File: config.mk
export PLATFORM = sky130hd
export DESIGN_NAME = athena_vbus_arbiter
export DESIGN_NICKNAME = d
export VERILOG_FILES = /design/src/rtl/athena_vbus_pkg.sv /design/src/rtl/athena_vbus_rr.sv /design/src/rtl/athena_vbus_arbiter.sv
export SDC_FILE = /design/constraint.sdc
export NUM_CORES = 1
export LEC_CHECK = 0
export CAP_MARGIN = 25
export CORE_AREA = 2 2 71 73
export DETAILED_ROUTE_END_ITERATION = 10
export DIE_AREA = 0 0 73 75
export PLACE_DENSITY = 0.84
export SYNTH_ARGS = -nofsm -noshare
export SYNTH_HDL_FRONTEND = slang
export SYNTH_SLANG_ARGS = --single-unit
File: constraint.sdc
create_clock -name clk -period 2.85 [get_ports clk]
set_clock_uncertainty 0.1 [all_clocks]
set_input_delay 0.57 -clock clk [delete_from_list [all_inputs] [get_ports clk]]
set_output_delay 0.57 -clock clk [all_outputs]
set_load 0.005 [all_outputs]
File: src/rtl/athena_vbus_pkg.sv
// rtl/athena_vbus_pkg.sv - shared types and widths for the video bus arbiter
package athena_vbus_pkg;

  localparam int VA_W = 13;
  localparam int VD_W = 8;

  // Value driven on the data bus whenever no write strobe is active
  localparam logic [VD_W-1:0] VD_IDLE = 8'hFF;

  typedef enum logic [1:0] {
    ST_IDLE   = 2'd0,
    ST_SETUP  = 2'd1,
    ST_STROBE = 2'd2,
    ST_LATCH  = 2'd3
  } state_e;

  typedef enum logic {
    OWN_A = 1'b0,
    OWN_B = 1'b1
  } owner_e;

endpackage

File: src/rtl/athena_vbus_rr.sv
// rtl/athena_vbus_rr.sv - two-way round-robin winner selection
module athena_vbus_rr
  import athena_vbus_pkg::*;
(
  input  logic   a_req,
  input  logic   b_req,
  input  owner_e last_grant,
  output logic   grant_valid,
  output owner_e grant
);

  // Single requester wins outright; on contention the CPU not granted last wins
  always_comb begin
    grant_valid = a_req | b_req;
    if (a_req && b_req) begin
      grant = (last_grant == OWN_A) ? OWN_B : OWN_A;
    end else if (a_req) begin
      grant = OWN_A;
    end else begin
      grant = OWN_B;
    end
  end

endmodule

File: src/rtl/athena_vbus_arbiter.sv
// rtl/athena_vbus_arbiter.sv - two-CPU video bus arbiter driven by video slot windows
module athena_vbus_arbiter
  import athena_vbus_pkg::*;
#(
  parameter int STROBE_CYCLES = 2
) (
  input  logic            clk,
  input  logic            reset,
  input  logic            slot_cen,
  input  logic            a_req,
  input  logic            b_req,
  input  logic            a_wr,
  input  logic            b_wr,
  input  logic [VA_W-1:0] a_addr,
  input  logic [VA_W-1:0] b_addr,
  input  logic [VD_W-1:0] a_wdata,
  input  logic [VD_W-1:0] b_wdata,
  output logic            a_ack,
  output logic            b_ack,
  output logic [VD_W-1:0] rdata,
  output logic [VA_W-1:0] va,
  output logic [VD_W-1:0] vd_out,
  input  logic [VD_W-1:0] vd_in,
  output logic            vdg_n,
  output logic            vrd_n,
  output logic            vwe_n,
  output logic            ae,
  output logic            be
);

  // Counter value on the final strobe cycle
  localparam logic [2:0] STROBE_LAST = 3'(STROBE_CYCLES - 1);

  state_e          state_q, state_d;
  logic [2:0]      cnt_q, cnt_d;
  owner_e          owner_q, owner_d;
  owner_e          last_grant_q, last_grant_d;
  logic            wr_q, wr_d;
  logic [VA_W-1:0] addr_q, addr_d;
  logic [VD_W-1:0] wdata_q, wdata_d;
  logic [VD_W-1:0] rdata_q, rdata_d;

  logic            grant_valid;
  owner_e          grant;
  logic            capture;
  logic            strobe_done;

  athena_vbus_rr u_rr (
    .a_req       (a_req),
    .b_req       (b_req),
    .last_grant  (last_grant_q),
    .grant_valid (grant_valid),
    .grant       (grant)
  );

  // A window is only taken when it arrives in IDLE with someone asking
  assign capture     = (state_q == ST_IDLE) && slot_cen && grant_valid;
  assign strobe_done = (state_q == ST_STROBE) && (cnt_q == STROBE_LAST);

  // State register; reset aborts any access in flight
  always_ff @(posedge clk or posedge reset) begin
    if (reset) begin
      state_q <= ST_IDLE;
    end else begin
      state_q <= state_d;
    end
  end

  // Next-state: IDLE -> SETUP -> STROBE (n cycles) -> LATCH -> IDLE
  always_comb begin
    state_d = state_q;
    case (state_q)
      ST_IDLE:   if (capture) state_d = ST_SETUP;
      ST_SETUP:  state_d = ST_STROBE;
      ST_STROBE: if (strobe_done) state_d = ST_LATCH;
      ST_LATCH:  state_d = ST_IDLE;
      default:   state_d = ST_IDLE;
    endcase
  end

  // Access context: captured once in IDLE so later request changes cannot disturb it
  always_comb begin
    cnt_d        = cnt_q;
    owner_d      = owner_q;
    last_grant_d = last_grant_q;
    wr_d         = wr_q;
    addr_d       = addr_q;
    wdata_d      = wdata_q;
    rdata_d      = rdata_q;
    if (capture) begin
      owner_d = grant;
      wr_d    = (grant == OWN_A) ? a_wr    : b_wr;
      addr_d  = (grant == OWN_A) ? a_addr  : b_addr;
      wdata_d = (grant == OWN_A) ? a_wdata : b_wdata;
    end
    if (state_q == ST_SETUP) begin
      cnt_d = 3'd0;
    end
    if (state_q == ST_STROBE) begin
      if (strobe_done) begin
        cnt_d        = 3'd0;
        last_grant_d = owner_q;
        if (!wr_q) begin
          rdata_d = vd_in;
        end
      end else begin
        cnt_d = cnt_q + 3'd1;
      end
    end
  end

  // Access context registers; last_grant resets to B so A wins the first contention
  always_ff @(posedge clk or posedge reset) begin
    if (reset) begin
      cnt_q        <= 3'd0;
      owner_q      <= OWN_A;
      last_grant_q <= OWN_B;
      wr_q         <= 1'b0;
      addr_q       <= '0;
      wdata_q      <= VD_IDLE;
      rdata_q      <= VD_IDLE;
    end else begin
      cnt_q        <= cnt_d;
      owner_q      <= owner_d;
      last_grant_q <= last_grant_d;
      wr_q         <= wr_d;
      addr_q       <= addr_d;
      wdata_q      <= wdata_d;
      rdata_q      <= rdata_d;
    end
  end

  // Bus outputs decoded from the current state; va holds the last captured address
  always_comb begin
    va     = addr_q;
    rdata  = rdata_q;
    vd_out = VD_IDLE;
    vdg_n  = 1'b1;
    vrd_n  = 1'b1;
    vwe_n  = 1'b1;
    ae     = 1'b0;
    be     = 1'b0;
    a_ack  = 1'b0;
    b_ack  = 1'b0;
    case (state_q)
      ST_SETUP: begin
        vdg_n = 1'b0;
        ae    = (owner_q == OWN_A);
        be    = (owner_q == OWN_B);
      end
      ST_STROBE: begin
        vdg_n = 1'b0;
        ae    = (owner_q == OWN_A);
        be    = (owner_q == OWN_B);
        if (wr_q) begin
          vwe_n  = 1'b0;
          vd_out = wdata_q;
        end else begin
          vrd_n = 1'b0;
        end
      end
      ST_LATCH: begin
        vdg_n = 1'b0;
        ae    = (owner_q == OWN_A);
        be    = (owner_q == OWN_B);
        a_ack = (owner_q == OWN_A);
        b_ack = (owner_q == OWN_B);
      end
      default: begin
        vdg_n = 1'b1;
      end
    endcase
  end

endmodule

==> flow_metrics.py, run 1 <==
metrics = {
    "outcome": {
        "run_status": "finished clean",
    },
    "synthesis": {
        "synth_area_per_cell_um2": 10.1,
        "synthesis.instances": 194,
        "yosysWarnings": 0,
        "syn_area_um2": 1970,
        "synth_fp_nets": 256,
        "synth-seq-area-share_pct": 48.2,
        "netlist-cell-type-count": 29,
        "synth_top_cell_by_area": "dfrtp_1",
        "synth_top_area_share_pct": 25.4,
        "register_bit_total_from_synthesis": 37,
        "synth_area_leaders": "dfrtp_1, dfstp_2, a31oi_1",
    },
    "drt": {
        "vias_cell": 5.22,
        "detailedRoute.firstIterationViolations": 149,
        "wl_per_cell_um": 14.2,
        "number_of_nets_with_antenna_violations_after_routing": 0,
        "drt_wl_total_um": 4820,
        "drc": 0,
        "num_vias": 1771,
        "drtPass1Iterations": 4,
    },
    "floorplanning": {
        "initial_utilization_pct": 42.2,
        "boundaryPins": 93,
        "rows": 25,
        "die_h_um": 75,
        "die_area_um2": 5480,
        "core_ar_um2": 4660,
        "die-width_um": 73,
    },
    "setup_path": {
        "worst_path_cell_chain": "inv_1 > ha_1 > nand2_1 > or2_2 > clkdlybuf4s50_1",
        "critical_path.n_buffers_inverters": 2,
        "r2r_setup_slack_ps": 1040,
        "critPathRequiredTime_ps": 2180,
        "r2r_cells": 6,
        "crit_path_top_delay_cell": "clkdlybuf4s50_1",
        "criticalPathCategory": "flop to primary output",
        "r2r-start": "state_q[0]$_DFFE_PP0P_",
        "crit-reg2reg-capture": "wdata_q[6]$_DFFE_PP1P_",
        "timing.critical_path.slowest_cell_delay_ps": 460,
        "endpoint_kind": "primary output",
        "worst_setup_path_start_kind": "flop",
        "critical_path_arrival_ps": 1910,
        "crit_fanout": 9,
        "cpLargestDelayFamily": "buffers and inverters",
    },
    "worst_hold_path": {
        "min_path_type": "flop to flop",
        "min_to": "wdata_q[3]$_DFFE_PP1P_",
        "timing.hold.worst_path_depth": 2,
        "timing.hold.worst.start": "wdata_q[3]$_DFFE_PP1P_",
    },
    "global_routing": {
        "grt_usage_pct": 18.8,
        "grt_max_degree": 47,
        "grt_first_pass_wirelength_um": 7900,
        "grt_pass1_vias": 1714,
        "grt_antenna_before_repair": 0,
        "gr-total-overflow": 0,
    },
    "sta": {
        "timing.setup.tns_ps": 0,
        "worst_slew_pin_slew_ps": 566,
        "final_hold_viol_count": 0,
        "setup_violations": 0,
        "timing.final.crit_period_ps": 2580,
        "min_period_over_period_pct": 90.7,
        "rsz0062_at_grt": "false",
        "max_freq_mhz": 387,
        "timing.final.ws_setup_ps": 265,
        "relSlewSlack_pct": 62.3,
        "finalMaxSlewViolations": 0,
    },
    "clock_network": {
        "ctsResizeCount": 0,
        "cts-htree-levels": 2,
        "cts.reportedPaths.clkPinSlew_ps": 80,
        "cts.sinks": 37,
        "cts_tree": "built",
        "cts.hold.buffers_added": 0,
        "total_cts_buffers": 5,
        "clock_latency_reported_for_the_late_side_of_the_worst_skew_pair_ps": 290,
        "post_cts.repair.setup_buffers": 0,
        "max-clock-path-buffers": 2,
        "clk_root_buffer_cell": "clkbuf_8",
    },
    "cells_and_area": {
        "insertedDiodeCount": 0,
        "flow.area_growth_from_synthesis_pct": 53.5,
        "finish.net_count": 346,
        "post_route_cells_drive_above_1_share_pct": 18.6,
        "utilization_pct": 64.8,
        "fillers": 374,
    },
    "job": {
        "max-cap-violations": 0,
    },
    "power": {
        "vdd_ir_drop_max_mv": 0.400,
        "total_leakage_power_uw": 0.00122,
        "powerDensity_nw_per_um2": 941,
    },
    "placement": {
        "port-buffer-count": 92,
        "gpl.final_weighted_congestion": 0.762,
        "detailedPlacementHpwl_um": 3540,
        "pre_cts_ws_ps": 500,
    },
}
worst min-delay path, delay by kind of cell, from the launching register on:
kind	cells	cell delay, ps
compound gates	1	40
flops	1	370
simple gates	1	90
where the power goes:
part	total (uW)	leakage [uW]	internal (uW)	switching, uW
registers	1020	0.000410	864	155
clock network	501	0.0000663	312	188
logic	1320	0.000741	805	517
total	2840	0.00122	1980	860
synth_stat cells:
cell type,instances
clkbuf_1,4
o22a_1,1
nor2b_1,3
o211a_1,1
inv_1,8
nor4b_1,1
nand4_1,1
a31oi_2,1
dfrtp_1,20
dfstp_2,17
o21ai_0,25
nand2b_1,3
buf_4,1
nand3b_4,1
a31oi_1,22
mux2_4,9
ha_1,5
or2_2,8
mux2_2,1
buf_6,6
nand2_1,1
nor2_1,24
nand3_1,22
and2_1,1
nor2_4,1
buf_2,4
a22o_1,1
nand4b_1,1
a2bb2oi_2,1
through the flow:
stage | std cells | hold slack (ps) | area [um2] | power [uW]
after detailed placement | 331 | 390 | 2890 | 2370
after CTS | 339 | 401 | 3020 | 2880
final | 339 | 399 | 3020 | 2840
after floorplan | 194 | 378 | 1970 | 1720
after global placement | 331 | 392 | 2890 | 2320
after global routing | 339 | 411 | 3020 | 3050
area by class of cell:
cell class                 instances  area, um2  area share, %
sequential                        37        947           31.4
clock buffer                       6       93.8           3.11
clock inverter                     2       35.0           1.16
inverter                           8       30.0          0.995
multi-input combinational        134        880           29.1
timing repair buffer              98        966           32.0
tap                               54       67.6           2.24
worst max-delay path by stage:
stage | endpoint | startpoint | cells past startpoint
after detailed placement | va[9]$_DFFE_PP0P_ | a_req | 5
final | vd_out[7] | state_q[0]$_DFFE_PP0P_ | 5
after global placement | va[2]$_DFFE_PP0P_ | a_req | 5
after floorplan | vd_out[0] | state_q[0]$_DFFE_PP0P_ | 5
after global routing | vd_out[7] | state_q[0]$_DFFE_PP0P_ | 5
after CTS | vd_out[7] | state_q[0]$_DFFE_PP0P_ | 5
logic make-up after synthesis:
logic type / share of synthesized area [%]
mux: 7.44
simple gates: 17.9
buf+inv: 7.12
flops: 48.2
compound gates: 16.2
fa+ha+maj: 3.18
per-layer routing:
metal / routed length, um / GRT usage (%) / vias up
li1: - / - / 866
met1: 2000 / 24.0 / 822
met2: 2370 / 31.3 / 78
met3: 401 / 4.82 / 5
met4: 47 / 6.17 / 0
met5: 0 / 0 / -
cell usage in the layout, fill, tap and decap left out, types with 8 or more instances in the layout:
master	count
o21ai_0	25
nand3_1	22
a31oi_1	22
mux2_4	9
clkdlybuf4s50_1	92
inv_1	8
dfstp_2	17
or2_2	8
nor2_1	24
dfrtp_1	20
flip-flops by register name, summed over array words and instances (netlist names):
name and cells:
state_q 2, cnt_q 3, last_grant_q 1, va 13, wdata_q 8, owner_q 1, wr_q 1, rdata 8
Power figures use the tool's default switching activity.
==> run 2: changes to the inputs <==
--- a/config.mk
+++ b/config.mk
@@ -6,10 +6,10 @@
 export NUM_CORES = 1
 export LEC_CHECK = 0
 export CAP_MARGIN = 25
-export CORE_AREA = 2 2 71 73
+export CORE_AREA = 2 2 70 72
 export DETAILED_ROUTE_END_ITERATION = 10
-export DIE_AREA = 0 0 73 75
-export PLACE_DENSITY = 0.84
+export DIE_AREA = 0 0 72 74
+export PLACE_DENSITY = 0.86
 export SYNTH_ARGS = -nofsm -noshare
 export SYNTH_HDL_FRONTEND = slang
 export SYNTH_SLANG_ARGS = --single-unit
==> flow_metrics.py, run 2 (same netlist as run 1, synthesis figures left out) <==
metrics = {
    "global_routing": {
        "grt_antenna_before_repair": 0,
        "gr-total-overflow": 0,
        "grt_first_pass_wirelength_um": 8490,
        "grt_max_degree": 38,
        "grt_pass1_vias": 1860,
        "grt_usage_pct": 20.3,
    },
    "worst_hold_path": {
        "min_path_type": "flop to flop",
    },
    "power": {
        "powerDensity_nw_per_um2": 939,
        "finalPower_uw": 2840,
        "vdd_ir_drop_max_mv": 0.343,
        "total_leakage_power_uw": 0.00122,
    },
    "cells_and_area": {
        "mostFrequentLayoutCells": "clkdlybuf4s50_1, o21ai_0, nor2_1",
        "max_reg_flops": 13,
        "insertedDiodeCount": 0,
        "fillers": 389,
        "final_common_cell": "clkdlybuf4s50_1",
        "flow.area_growth_from_synthesis_pct": 53.6,
        "post_route_cells_drive_above_1_share_pct": 18.8,
        "finish.net_count": 348,
        "final_cell_count_no_fill": 341,
    },
    "drt": {
        "vias_cell": 5.31,
        "wl_per_cell_um": 15.1,
        "detailedRoute.firstIterationViolations": 97,
        "num_vias": 1811,
        "drtPass1Iterations": 4,
        "drc": 0,
        "drt_wl_total_um": 5170,
        "number_of_nets_with_antenna_violations_after_routing": 0,
    },
    "floorplanning": {
        "core_ar_um2": 4600,
        "die-width_um": 72,
        "initial_utilization_pct": 42.8,
        "die_area_um2": 5330,
        "rows": 25,
        "die_h_um": 74,
        "boundaryPins": 93,
    },
    "setup_path": {
        "worst_path_cell_chain": "inv_1 > ha_1 > nand2_1 > or2_2 > clkdlybuf4s50_1",
        "criticalPathCategory": "flop to primary output",
        "critPathRequiredTime_ps": 2180,
        "endpoint_kind": "primary output",
        "worst_setup_path_start_kind": "flop",
        "r2r_setup_slack_ps": 1080,
        "critical_path_arrival_ps": 1920,
        "crit_fanout": 9,
        "timing.critical_path.slowest_cell_delay_ps": 460,
        "crit_path_top_delay_cell": "clkdlybuf4s50_1",
    },
    "sta": {
        "relSlewSlack_pct": 59.9,
        "worst_hold_slack_ps": 401,
        "setup_violations": 0,
        "final_hold_viol_count": 0,
        "timing.final.crit_period_ps": 2590,
        "max_freq_mhz": 386,
        "timing.setup.tns_ps": 0,
        "worst_slew_pin_slew_ps": 601,
        "min_period_over_period_pct": 90.9,
        "finalMaxSlewViolations": 0,
        "rsz0062_at_grt": "false",
    },
    "clock_network": {
        "cts.hold.buffers_added": 0,
        "clock_latency_reported_for_the_late_side_of_the_worst_skew_pair_ps": 280,
        "ctsResizeCount": 0,
        "cts_tree": "built",
        "total_cts_buffers": 5,
        "clk_root_buffer_cell": "clkbuf_8",
        "post_cts.repair.setup_buffers": 0,
        "cts.sinks": 37,
        "cts-htree-levels": 2,
        "max-clock-path-buffers": 2,
        "cts.reportedPaths.clkPinSlew_ps": 80,
    },
    "job": {
        "max-cap-violations": 0,
    },
    "placement": {
        "port-buffer-count": 92,
        "dp.cells": 333,
        "detailedPlacementHpwl_um": 3880,
        "gpl.final_weighted_congestion": 0.771,
    },
    "outcome": {
        "run_status": "finished clean",
    },
}
-- run 2: final cells by class --
cell class | count | area [um2] | area share (%)
clock buffer | 7 | 86.3 | 2.86
timing repair buffer | 100 | 981 | 32.5
tap | 54 | 67.6 | 2.24
multi-input combinational | 134 | 880 | 29.1
inverter | 8 | 30.0 | 0.994
sequential | 37 | 947 | 31.3
clock inverter | 1 | 30.0 | 0.994
-- run 2: path summary, 6_finish.rpt --
| path | start | to | cells past startpoint |
|---|---|---|---|
| max | state_q[0]$_DFFE_PP0P_ | vd_out[7] | 5 |
| min in group asynchronous | reset | va[11]$_DFFE_PP0P_ | 3 |
| max in group asynchronous | reset | wdata_q[7]$_DFFE_PP1P_ | 3 |
| max reg2reg | state_q[0]$_DFFE_PP0P_ | state_q[1]$_DFFE_PP0P_ | 5 |
| min reg2reg | wdata_q[1]$_DFFE_PP1P_ | wdata_q[1]$_DFFE_PP1P_ | 2 |
| min | wdata_q[1]$_DFFE_PP1P_ | wdata_q[1]$_DFFE_PP1P_ | 2 |
-- run 2: worst max-delay path: cells and delay by family, from the launching register on --
family                     cells  cell delay [ps]
DFF                            1              400
buffers and inverters          2              550
and+or+nand+nor                2              530
adders and majority gates      1              170
-- run 2: power by group --
part | total, uW | switching, uW | internal [uW]
registers | 1010 | 150 | 863
clock network | 470 | 184 | 285
logic | 1360 | 541 | 815
total | 2840 | 875 | 1960
-- run 2: stage by stage --
stage,area (um2),setup slack [ps],utilization [%]
finish,3020,260,65.7
CTS,3020,229,65.7
global placement,2910,588,63.2
floorplan,1970,1020,-
global route,3020,133,65.7
detailed placement,2910,550,63.2
-- run 2: per-layer routing --
layer	share of wire [%]	global-route usage [%]	wire (um)
met4	2.1	7.34	107
met1	40	24.7	2080
met5	0	0	0
met3	7.7	5.42	398
met2	50	35.0	2580
==> run 3: changes to the inputs <==
--- a/config.mk
+++ b/config.mk
@@ -9,6 +9,7 @@
 export CORE_AREA = 2 2 70 72
 export DETAILED_ROUTE_END_ITERATION = 10
 export DIE_AREA = 0 0 72 74
+export GPL_ROUTABILITY_DRIVEN = 0
 export PLACE_DENSITY = 0.86
 export SYNTH_ARGS = -nofsm -noshare
 export SYNTH_HDL_FRONTEND = slang
==> results of run 3 <==
Final layout, timing and power as in run 2 (identical DEF).
